File: src/rtl/pipe_ctrl_gen.sv
// Pipeline control for the MIPS core: stall vector generation, exception flush/redirect
// with a configurable hold length, and a stall watchdog that flags livelock.
module pipe_ctrl_gen #(
    parameter int          NSTAGE    = 6,
    parameter logic [31:0] EBASE     = 32'h80000180,
    parameter logic [31:0] BOOT_BASE = 32'hBFC00380,
    parameter int          FLUSH_LEN = 1,
    parameter int          WDT_LIMIT = 1024
) (
    input  logic              clk,
    input  logic              rst,
    input  logic [NSTAGE-1:0] stallreq_i,
    input  logic [31:0]       excepttype_i,
    input  logic [31:0]       cp0_epc_i,
    input  logic              cp0_bev_i,
    output logic [NSTAGE-1:0] stall,
    output logic              flush,
    output logic [31:0]       new_pc,
    output logic              wdt_fault_o
);

    localparam int          FW        = $clog2(FLUSH_LEN + 1);
    localparam int          WW        = (WDT_LIMIT > 0) ? $clog2(WDT_LIMIT + 1) : 1;
    localparam logic [31:0] ERET_CODE = 32'h0000000e;

    typedef enum logic {ST_RUN, ST_FLUSH} state_t;

    state_t            state_q, state_d;
    logic [FW-1:0]     fcnt_q, fcnt_d;
    logic [WW-1:0]     wcnt_q, wcnt_d;
    logic [31:0]       pc_hold_q, pc_hold_d;
    logic              wdt_fault_q, wdt_fault_d;

    logic [NSTAGE-1:0] stall_vec;
    logic              stall_acc;
    logic              except_take;
    logic [31:0]       vector_pc;
    logic [WW-1:0]     wcnt_inc;
    logic              unused_stallreq0;

    assign unused_stallreq0 = stallreq_i[0];

    // A request from stage k freezes stage k and everything upstream of it, PC included.
    always_comb begin
        stall_vec = '0;
        stall_acc = 1'b0;
        for (int k = NSTAGE - 1; k >= 1; k--) begin
            stall_acc    = stall_acc | stallreq_i[k];
            stall_vec[k] = stall_acc;
        end
        stall_vec[0] = stall_acc;
    end

    always_comb begin
        except_take = (state_q == ST_RUN) && (excepttype_i != '0);
        if (excepttype_i == ERET_CODE) begin
            vector_pc = cp0_epc_i;
        end else begin
            vector_pc = cp0_bev_i ? BOOT_BASE : EBASE;
        end
    end

    always_comb begin
        stall  = '0;
        flush  = 1'b0;
        new_pc = '0;
        if (!rst) begin
            if (state_q == ST_FLUSH) begin
                flush  = 1'b1;
                new_pc = pc_hold_q;
            end else if (except_take) begin
                flush  = 1'b1;
                new_pc = vector_pc;
            end else begin
                stall = stall_vec;
            end
        end
    end

    // Watchdog only advances on stalled RUN cycles; every other cycle clears it.
    always_comb begin
        state_d     = state_q;
        fcnt_d      = fcnt_q;
        pc_hold_d   = pc_hold_q;
        wcnt_d      = '0;
        wdt_fault_d = 1'b0;
        wcnt_inc    = wcnt_q + WW'(1);
        case (state_q)
            ST_FLUSH: begin
                if (fcnt_q <= FW'(1)) begin
                    state_d = ST_RUN;
                    fcnt_d  = '0;
                end else begin
                    fcnt_d = fcnt_q - FW'(1);
                end
            end
            default: begin
                if (except_take) begin
                    pc_hold_d = vector_pc;
                    if (FLUSH_LEN > 1) begin
                        state_d = ST_FLUSH;
                        fcnt_d  = FW'(FLUSH_LEN - 1);
                    end
                end else if ((stall_vec != '0) && (WDT_LIMIT != 0)) begin
                    if (wcnt_inc == WW'(WDT_LIMIT)) begin
                        wdt_fault_d = 1'b1;
                    end else begin
                        wcnt_d = wcnt_inc;
                    end
                end
            end
        endcase
    end

    always_ff @(posedge clk or posedge rst) begin
        if (rst) begin
            state_q     <= ST_RUN;
            fcnt_q      <= '0;
            wcnt_q      <= '0;
            pc_hold_q   <= '0;
            wdt_fault_q <= 1'b0;
        end else begin
            state_q     <= state_d;
            fcnt_q      <= fcnt_d;
            wcnt_q      <= wcnt_d;
            pc_hold_q   <= pc_hold_d;
            wdt_fault_q <= wdt_fault_d;
        end
    end

    assign wdt_fault_o = wdt_fault_q;

endmodule

File: config.mk
export PLATFORM = sky130hd
export DESIGN_NAME = pipe_ctrl_gen
export DESIGN_NICKNAME = d
export VERILOG_FILES = /design/src/rtl/pipe_ctrl_gen.sv
export SDC_FILE = /design/constraint.sdc
export NUM_CORES = 1
export LEC_CHECK = 0
export BUFFER_PORTS_ARGS = -buffer_cell sky130_fd_sc_hd__buf_4
export CAP_MARGIN = 10
export CORE_MARGIN = 4
export CORE_UTILIZATION = 36
export DETAILED_ROUTE_END_ITERATION = 6
export PLACE_DENSITY = 0.81
export SYNTH_ARGS = -nofsm -noshare
export SYNTH_HDL_FRONTEND = slang
export SYNTH_SLANG_ARGS = --single-unit
File: constraint.sdc
create_clock -name clk -period 1.6 [get_ports clk]
set_input_delay 0.08 -clock clk [delete_from_list [all_inputs] [get_ports clk]]
set_output_delay 0.08 -clock clk [all_outputs]
set_load 0.005 [all_outputs]
==> summary.md, run 1 <==
| Metric | Value |
|---|---|
| Status | finished clean |
| Final Hold Viols | 0 |
| Routability Congestion | 0.797 |
| Crit-path max FO | 5 |
| Tot GR Track Use | 0.204 |
| Clk sinks | 12 |
| Vias | 1433 |
| VDD IR max | 364 uV |
| Syn Area/Cell | 8.30 um2 |
| CTS tree | done |
| Post-synth EDFFs | 0 |
| Final setup viols | 0 |
| Worst setup EP type | output port |
| DIE AREA | 4070 um2 |
| Tcrit/Tclk final | 0.981 |
| WL final | 4320 um |
| First-pass iteration count of the detailed router | 4 |
| R2R cell count | 5 |
| DR vias/cell | 4.78 |
| Die span in y | 63.8 um |
| Critical path's largest stage delay | 300 ps |
| Sequential group share of total power | 0.393 |
| Post-synthesis sequential area ratio | 0.268 |
| Reg2reg start | wcnt_q[0] |
| # port buffers | 111 |
| Most frequent cells after synthesis | 22 x and2_1, 12 x dfrtp_1, 11 x nor2_1, 11 x nor4_1, 9 x a21o_1 |
| Fin worst setup slack | 30.9 ps |
| DRC | 0 |
| Post-Place Setup Slack | -51.9 ps |
| # IOs | 113 |
| Synthesized Nets | 209 |
| Number of global-route vias before repair | 1368 |
| Fmax achieved | 637 MHz |
| P_sw | 0.178 mW |
| Tightest Hold Check Type | input pin to flop |
| CP Cell Sequence | buf_4 > nor4_2 > and4_4 > nand2_2 > buf_4 > nor4_1 > buf_4 |
| Crit path required time | 1520 ps |
| Core area | 2880 um2 |
| Synth warnings | 0 |
| Tot Pwr | 0.770 mW |
| Layout cells sized above 1 | 0.578 |
| Net Sw Frac | 0.231 |
| Slew @ Worst Pin | 456 ps |
| Synth Flop Type | dfrtp_1 |
| Area growth, synth to finish | 94.6% |
| Antenna Violating Nets Remaining | 0 |
| Worst-skew pair later-pin latency | 290 ps |
| Yosys top cell by area | dfrtp_1 |
| Largest delay share family, worst path | simple AND/OR/NAND/NOR gates |
| Pwr/cell area | 353 nW/um2 |
| Setup crit start kind | input pin |
| Crit path kind | input pin to output port |
| Max-slew violation count | 0 |
| Most common cell in the netlist | and2_1 |
| MaxCap Viol Count | 0 |
| R2R Path End | wdt_fault_o |
| Width of the die | 63.8 um |
| Layout Utilization | 0.759 |
| Rel. slew slack | 0.696 |
| Nets | 333 |
| Reg-to-reg slack, setup | 90 ps |
| Clock transition at the registers of the reported paths | 80 ps |
| Row count | 19 |
| Critical Path Slowest Stage Cell | and4_4 |
| Worst-case clock buffer depth | 2 |
| P_int | 0.592 mW |
| Comb power frac | 0.286 |
| Remaining global-route overflow | 0 |
| Hold Path End | wcnt_q[1] |
| Crit path top cell by count | buf_4 |
| Cells after Synth | 135 |
| Leakage | 1.14 nW |
| CTS root buffer | clkbuf_4 |
| Diode count | 0 |
| Starting Density | 0.390 |
| Final min period | 1570 ps |
| H-tree levels | 1 |
| Cell Area, Synth | 1120 um2 |
| Top cell type's share of synthesized area | 0.268 |
| Buf/Inv on CP | 3 |
| Post-DP HPWL | 3640 um |
| Per-cell routed wire length | 14.4 um |
| Synth unique cells | 36 |
| Initial antenna violation count | 0 |
| Arrival time at the worst endpoint | 1490 ps |
| Hold path start | stallreq_i[1] |
| Synth async-reset ratio | 1.00 |
| Clock share of power | 0.320 |
| Worst-case clock skew | 5.77 ps |
| Number of synthesized register bits | 12 |
| Main area contributors after synthesis | dfrtp_1 27%, and2_1 12%, nor4_1 6.1%, a21o_1 6.0%, xor2_1 4.7% |
| WHS Path Cells | 5 |
| Largest net degree at the start of global routing | 30 |
| Num CTS Buffers | 3 |
| Iter 0 DRT Violations | 35 |
| First-pass GRT wire length | 6380 um |
## layout make-up
class | count | area [um2]
Inverter | 4 | 15.0
Clock buffer | 4 | 36.3
Tap cell | 42 | 52.6
Sequential cell | 12 | 300
Fill cell | 229 | 694
Multi-Input combinational cell | 110 | 802
Timing Repair Buffer | 128 | 976
## flip-flops by register name, indices dropped and copies added, names as in the netlist
register,cells
wcnt_q,11
wdt_fault_o,1
## layer usage
layer	wire (um)	vias up	track usage
li1	-	734	-
met1	1490	639	0.192
met2	2410	52	0.400
met3	331	8	0.0665
met4	89	0	0.0809
met5	0	-	0
## logic make-up (layout without fill, tap and decap cells)
| kind of cell | count (synthesis) | in the layout | share of synthesized area |
|---|---|---|---|
| flops | 12 | 12 | 0.268 |
| compound gates | 26 | 26 | 0.171 |
| xor+xnor | 10 | 10 | 0.0781 |
| simple gates | 73 | 73 | 0.397 |
| fa+ha+maj | 1 | 1 | 0.0112 |
| buf+inv | 13 | 136 | 0.0748 |
## worst max path at each step
stage | from | end | slack, ps | cells after the start
3_3_place_gp | excepttype_i[10] | stall[1] | 10 | 7
5_1_grt | excepttype_i[21] | stall[3] | -70 | 7
3_5_place_dp | excepttype_i[22] | stall[0] | -50 | 7
4_1_cts | excepttype_i[2] | new_pc[25] | 30 | 6
2_1_floorplan | excepttype_i[26] | stall[1] | 8 | 5
6_report | excepttype_i[22] | stall[3] | 30 | 7
## layout by cell type, fill, tap and decap left out, types with 2 or more instances in the layout
master    count
and2_1       22
and4_2        2
nand3_1       5
nor2_1       11
nor4_2        3
buf_4       126
nand3_2       2
nor4_1        8
nand2_1       4
xnor2_1       4
a211oi_1      2
dfrtp_1      12
a21oi_1       3
a21oi_2       2
clkbuf_4      3
a21o_1        9
inv_1         4
xor2_1        6
nor3_1        4
nand4_1       2
o21ai_0       5
and3_1        2
## worst reg2reg max path, cell delays in order, from the launching register on
cell and delay [ps]:
dfrtp_1 430, ha_4 170, nand3_1 110, or4_4 430, nand3_2 120, and4b_1 190
## metrics by stage
stage               cells  hold slack [ps]  instance area [um2]  setup TNS [ps]
floorplan             135              172                 1120               0
global placement      292              169                 2050               0
detailed placement    292              175                 2050            -102
CTS                   298              292                 2110               0
global route          300              311                 2180            -146
finish                300              294                 2180               0
## power by group through the flow
| stage | combinational, mW | clock, mW | sequential (mW) |
|---|---|---|---|
| finish | 0.220 | 0.247 | 0.303 |
| global route | 0.238 | 0.264 | 0.303 |
| CTS | 0.215 | 0.250 | 0.303 |
| detailed placement | 0.211 | 0 | 0.309 |
| global placement | 0.207 | 0 | 0.309 |
| floorplan | 0.0436 | 0 | 0.309 |
## what timing repair did
item	in CTS	in global routing
endpoints found under the setup margin	2	24
resized for setup	4	9
hold buffers	1	0
buffers inserted	1	2
hold endpoints to repair	12	0
pin swaps	1	3
(Power assumes the default switching activity.)
==> run 2: changes to the inputs <==
PLACE_DENSITY = 0.92   (was 0.81)
==> summary.md, run 2 (synthesis results as in run 1) <==
| Metric | Value |
|---|---|
| Status | finished clean |
| Tot GR Track Use | 0.211 (+0.00654) |
| Largest register FFs | 11 (unchanged) |
| MaxCap Viol Count | 0 (unchanged) |
| Number of global-route vias before repair | 1561 (+14%) |
| Antenna Violating Nets Remaining | 0 (unchanged) |
| Worst setup EP type | output port |
| Row count | 19 (unchanged) |
| CP Cell Sequence | buf_4 > nor4_1 > and4_4 > nand2_2 > buf_4 > nor4_1 > buf_4 |
| Iter 0 DRT Violations | 68 (+94%) |
| DR vias/cell | 5.08 (+6.3%) |
| VDD IR max | 187 uV (-49%) |
| CTS root buffer | clkbuf_4 |
| Crit path top cell by count | buf_4 |
| Clock transition at the registers of the reported paths | 70 ps (about the same) |
| Remaining global-route overflow | 0 (unchanged) |
| Vias | 1493 (+4.2%) |
| Post-DP HPWL | 3700 um (+1.8%) |
| CTS tree | done |
| Leakage | 1.10 nW (-3.2%) |
| Worst-case clock skew | 2.14 ps (-3.63 ps) |
| Final min period | 1550 ps (-22.3 ps) |
| Final Hold Viols | 0 (unchanged) |
| Initial antenna violation count | 0 (unchanged) |
| Count of non-filler cells in the finished layout | 294 (-2.0%) |
| Layout cells sized above 1 | 0.579 (+0.00185) |
| Num CTS Buffers | 3 (unchanged) |
| Critical Path Slowest Stage Cell | nor4_1 |
| Worst-skew pair later-pin latency | 260 ps (-30 ps) |
| First-pass iteration count of the detailed router | 4 (unchanged) |
| Critical path's largest stage delay | 300 ps (about the same) |
| H-tree levels | 1 (unchanged) |
| Per-cell routed wire length | 15.0 um (+4.2%) |
| Arrival time at the worst endpoint | 1470 ps (-20 ps) |
| Final setup viols | 0 (unchanged) |
| Diode count | 0 (unchanged) |
| WL final | 4420 um (+2.1%) |
| Die span in y | 63.8 um (unchanged) |
| Width of the die | 63.8 um (unchanged) |
| Area growth, synth to finish | 92.4% |
| Commonest non-fill, non-tap cell in the layout | buf_4 |
| Setup crit start kind | input pin |
| DIE AREA | 4070 um2 (unchanged) |
| Slew @ Worst Pin | 543 ps (+86.7 ps) |
| Fmax achieved | 647 MHz (+1.4%) |
| Tcrit/Tclk final | 0.967 (-0.0140) |
| Tightest Hold Check Type | input pin to flop |
| Worst Hold Slack | 359 ps (+65.2 ps) |
| Crit-path max FO | 5 (unchanged) |
| Pwr/cell area | 325 nW/um2 (-8.0%) |
| Starting Density | 0.390 (unchanged) |
| Max-slew violation count | 0 (unchanged) |
| Post-Place Cells | 289 (-1.0%) |
| Clk sinks | 12 (unchanged) |
| Routability Congestion | 0.914 (+15%) |
| # IOs | 113 (unchanged) |
| Nets | 328 (-1.5%) |
| Largest register by flop count | wcnt_q |
| Commonest non-fill, non-tap cells in the layout | 121 x buf_4, 22 x and2_1, 11 x nor2_1 |
| Crit path kind | input pin to output port |
| # port buffers | 111 (unchanged) |
| First-pass GRT wire length | 7000 um (+9.7%) |
| DRC | 0 (unchanged) |
| Largest net degree at the start of global routing | 30 (unchanged) |
| Worst-case clock buffer depth | 2 (unchanged) |
| Rel. slew slack | 0.635 (-0.0608) |
| Core area | 2880 um2 (unchanged) |
| Crit path required time | 1520 ps (about the same) |
[run 2: cell types whose count changed in the layout (fill, tap and decap cells not counted), sizes merged]
cell    delta
buf        -5
clkbuf     -1
[run 2: final timing paths]
kind                               end  slack (ps)        startpoint  depth (start not counted)
min in group asynchronous    wcnt_q[3]         490               rst                          4
min                          wcnt_q[1]         360     stallreq_i[1]                          5
min reg2reg                  wcnt_q[6]         610         wcnt_q[6]                          2
max reg2reg                wdt_fault_o          60         wcnt_q[0]                          5
max                           stall[2]          50  excepttype_i[26]                          7
max in group asynchronous    wcnt_q[6]         950               rst                          4
[run 2: power breakdown]
| group | switching (mW) | internal (mW) |
|---|---|---|
| clock network | 0.0854 | 0.0868 |
| logic | 0.0743 | 0.151 |
| registers | 0.0000000000276 | 0.303 |
[run 2: timing repair]
| action | 4_1_cts | 5_1_grt |
|---|---|---|
| gates resized for setup | 0 | 17 |
| hold buffers | 1 | 0 |
| hold endpoints to repair | 12 | 0 |
| endpoints found under the setup margin | 0 | 39 |
| buffers inserted | 0 | 1 |
[run 2: critical path, delay by kind of cell]
kind | cells | cell delay (ps)
buffers and inverters | 3 | 450
and+or+nand+nor | 4 | 940
[run 2: cell type report]
| type | count | area, um2 |
|---|---|---|
| Sequential cell | 12 | 303 |
| Timing Repair Buffer | 123 | 938 |
| Multi-Input combinational cell | 110 | 826 |
| Fill cell | 224 | 719 |
| Clock buffer | 3 | 22.5 |
| Tap cell | 42 | 52.6 |
| Inverter | 4 | 15.0 |
[run 2: stage by stage]
stage / total power, mW / setup TNS [ps] / utilization / cell area (um2) / worst slack (ps)
floorplan: 0.353 / 0 / - / 1120 / 8.37
global placement: 0.516 / 0 / 0.704 / 2030 / 57.6
detailed placement: 0.522 / 0 / 0.704 / 2030 / 0.112
CTS: 0.699 / 0 / 0.716 / 2060 / 2.60
global route: 0.738 / -138 / 0.750 / 2160 / -61.0
finish: 0.700 / 0 / 0.750 / 2160 / 53.3
[run 2: layer usage]
metal	routed length [um]	share of wire	track usage
met1	1590	0.36	0.228
met2	2450	0.55	0.412
met3	282	0.064	0.0298
met4	93	0.021	0.0728
met5	0	0	0
==> run 3: changes to the inputs <==
CORE_UTILIZATION = 38   (was 36)
PLACE_DENSITY = 0.95   (was 0.92)
clock period = 1.84 ns   (was 1.6 ns; I/O delays follow)
==> summary.md, run 3 (synthesis results as in run 1) <==
| Metric | Value |
|---|---|
| Status | finished clean |
| Final min period | 1780 ps |
| Post-CTS setup buffer count | 0 (unchanged) |
| Crit path required time | 1750 ps (+230 ps) |
| Crit-path max FO | 5 (unchanged) |
| Tcrit/Tclk final | 0.965 |
| Iter 0 DRT Violations | 42 (-38%) |
| Crit path kind | input pin to output port |
| Num CTS Buffers | 3 (unchanged) |
| DRC | 0 (unchanged) |
| Final setup viols | 0 (unchanged) |
| RSZ-0062 raised after global routing | false |
| Largest register FFs | 11 (unchanged) |
| Width of the die | 62.3 um (-2.3%) |
| Tightest Hold Check Type | input pin to flop |
| Max-slew violation count | 0 (unchanged) |
| Core area | 2780 um2 (-3.3%) |
| Worst-skew pair later-pin latency | 280 ps (+20 ps) |
| Fmax achieved | 563 MHz |
| Area growth, synth to finish | 81.0% |
| Nets | 323 (-1.5%) |
| Critical path's largest stage delay | 390 ps (+90 ps) |
| MaxCap Viol Count | 0 (unchanged) |
| Largest register by flop count | wcnt_q |
| Worst-case clock buffer depth | 2 (unchanged) |
| Per-cell routed wire length | 16.5 um (+9.8%) |
| First-pass GRT wire length | 7250 um (+3.6%) |
| First-pass iteration count of the detailed router | 4 (unchanged) |
| Layout cells sized above 1 | 0.532 (-0.0471) |
| Final Hold Viols | 0 (unchanged) |
| Commonest non-fill, non-tap cell in the layout | buf_4 |
| H-tree levels | 1 (unchanged) |
| Antenna Violating Nets Remaining | 0 (unchanged) |
| Crit path top cell by count | buf_4 |
| Setup tns final | 0 ps (unchanged) |
| Row count | 19 (unchanged) |
| Tot GR Track Use | 0.229 (+0.0182) |
| CP Depth | 7 (unchanged) |
| Largest net degree at the start of global routing | 30 (unchanged) |
| Arrival time at the worst endpoint | 1680 ps (+210 ps) |
| DR vias/cell | 5.23 (+3.0%) |
| Remaining global-route overflow | 0 (unchanged) |
| Clock transition at the registers of the reported paths | 80 ps (about the same) |
| Count of non-filler cells in the finished layout | 279 (-5.1%) |
| Starting Density | 0.403 (+0.0133) |
| VDD IR max | 448 uV (+140%) |
| Post-DP HPWL | 3870 um (+4.5%) |
| CP startpoint | excepttype_i[7] |
| # IOs | 113 (unchanged) |
| CTS tree | done |
| # port buffers | 111 (unchanged) |
| WL final | 4600 um (+4.2%) |
| Layout Utilization | 0.730 (-0.0202) |
| CTS root buffer | clkbuf_4 |
| Largest delay share family, worst path | simple AND/OR/NAND/NOR gates |
| Initial antenna violation count | 0 (unchanged) |
| Critical Path Slowest Stage Cell | a2111oi_0 |
| Design area | 2030 um2 (-5.9%) |
| Diode count | 0 (unchanged) |
| CP Cell Sequence | buf_4 > nor4_1 > and4_2 > nand2_2 > a2111oi_0 > buf_4 > buf_4 |
| Routability Congestion | 0.801 (-12%) |
| DIE AREA | 3880 um2 (-4.6%) |
| Setup crit start kind | input pin |
| Worst setup EP type | output port |
| Pwr/cell area | 329 nW/um2 (+1.2%) |
| Placed instance area | 1980 um2 (-2.2%) |
| Reg-to-reg slack, setup | 230 ps (+170 ps) |
| Commonest non-fill, non-tap cells in the layout | 116 x buf_4, 22 x and2_1, 12 x dfrtp_1 |
| Leakage | 1.07 nW (-2.2%) |
| Clk sinks | 12 (unchanged) |
| R2R cell count | 5 (unchanged) |
| Slew @ Worst Pin | 655 ps (+112 ps) |
| Post-Place Cells | 274 (-5.2%) |
| R2R Path End | wdt_fault_o |
| Reg2reg start | wcnt_q[0] |
| Rel. slew slack | 0.559 (-0.0757) |
| Buf/Inv on CP | 3 (unchanged) |
| Die span in y | 62.3 um (-2.3%) |
| End of the critical path | stall[1] |
| Vias | 1460 (-2.2%) |
| Worst-case clock skew | 0.555 ps (-1.59 ps) |
| Number of global-route vias before repair | 1540 (-1.3%) |
## run 3: power by group
part / switching (mW) / internal [mW] / total (mW)
combinational: 0.0603 / 0.130 / 0.191
clock: 0.0926 / 0.120 / 0.213
sequential: 0.0000000000191 / 0.263 / 0.263
total: 0.153 / 0.514 / 0.667
## run 3: final cells by class
cell class	count	area (um2)
Sequential cell	12	300
Fill cell	206	752
Tap cell	31	38.8
Inverter	4	15.0
Clock buffer	4	36.3
Multi-Input combinational cell	110	738
Timing Repair Buffer	118	901
## run 3: worst min-delay path, cell delays in order
cell,delay (ps)
buf_4,110
inv_1,70
a21oi_2,60
nand3_2,190
nor2_1,80
## run 3: worst min path at each step
stage,start,end,slack (ps),cells after the start
4_1_cts,stallreq_i[1],wcnt_q[9],340,5
3_3_place_gp,rst,wcnt_q[10],180,3
2_1_floorplan,rst,wcnt_q[0],180,2
5_1_grt,stallreq_i[1],wcnt_q[5],370,5
6_report,stallreq_i[1],wcnt_q[3],350,5
3_5_place_dp,rst,wcnt_q[3],200,3
## run 3: timing repair
| item | 4_1_cts | 5_1_grt |
|---|---|---|
| resized for setup | 1 | 0 |
| hold buffers | 1 | 0 |
| hold endpoints to repair | 12 | 0 |
| endpoints found under the setup margin | 1 | 0 |
## run 3: per-layer routing
layer,GRT usage,up-vias,part of all wire
met4,0.114,0,0.038
met5,0,-,0
met1,0.238,653,0.35
met2,0.418,76,0.53
li1,-,716,-
met3,0.0595,15,0.083
## run 3: through the flow
stage / power [mW] / setup slack, ps / hold WS [ps]
after floorplan: 0.307 / 224 / 184
after global placement: 0.450 / 178 / 175
after detailed placement: 0.457 / 7.67 / 195
after CTS: 0.674 / 26.3 / 341
after global routing: 0.704 / 6.74 / 373
final: 0.667 / 64.2 / 351
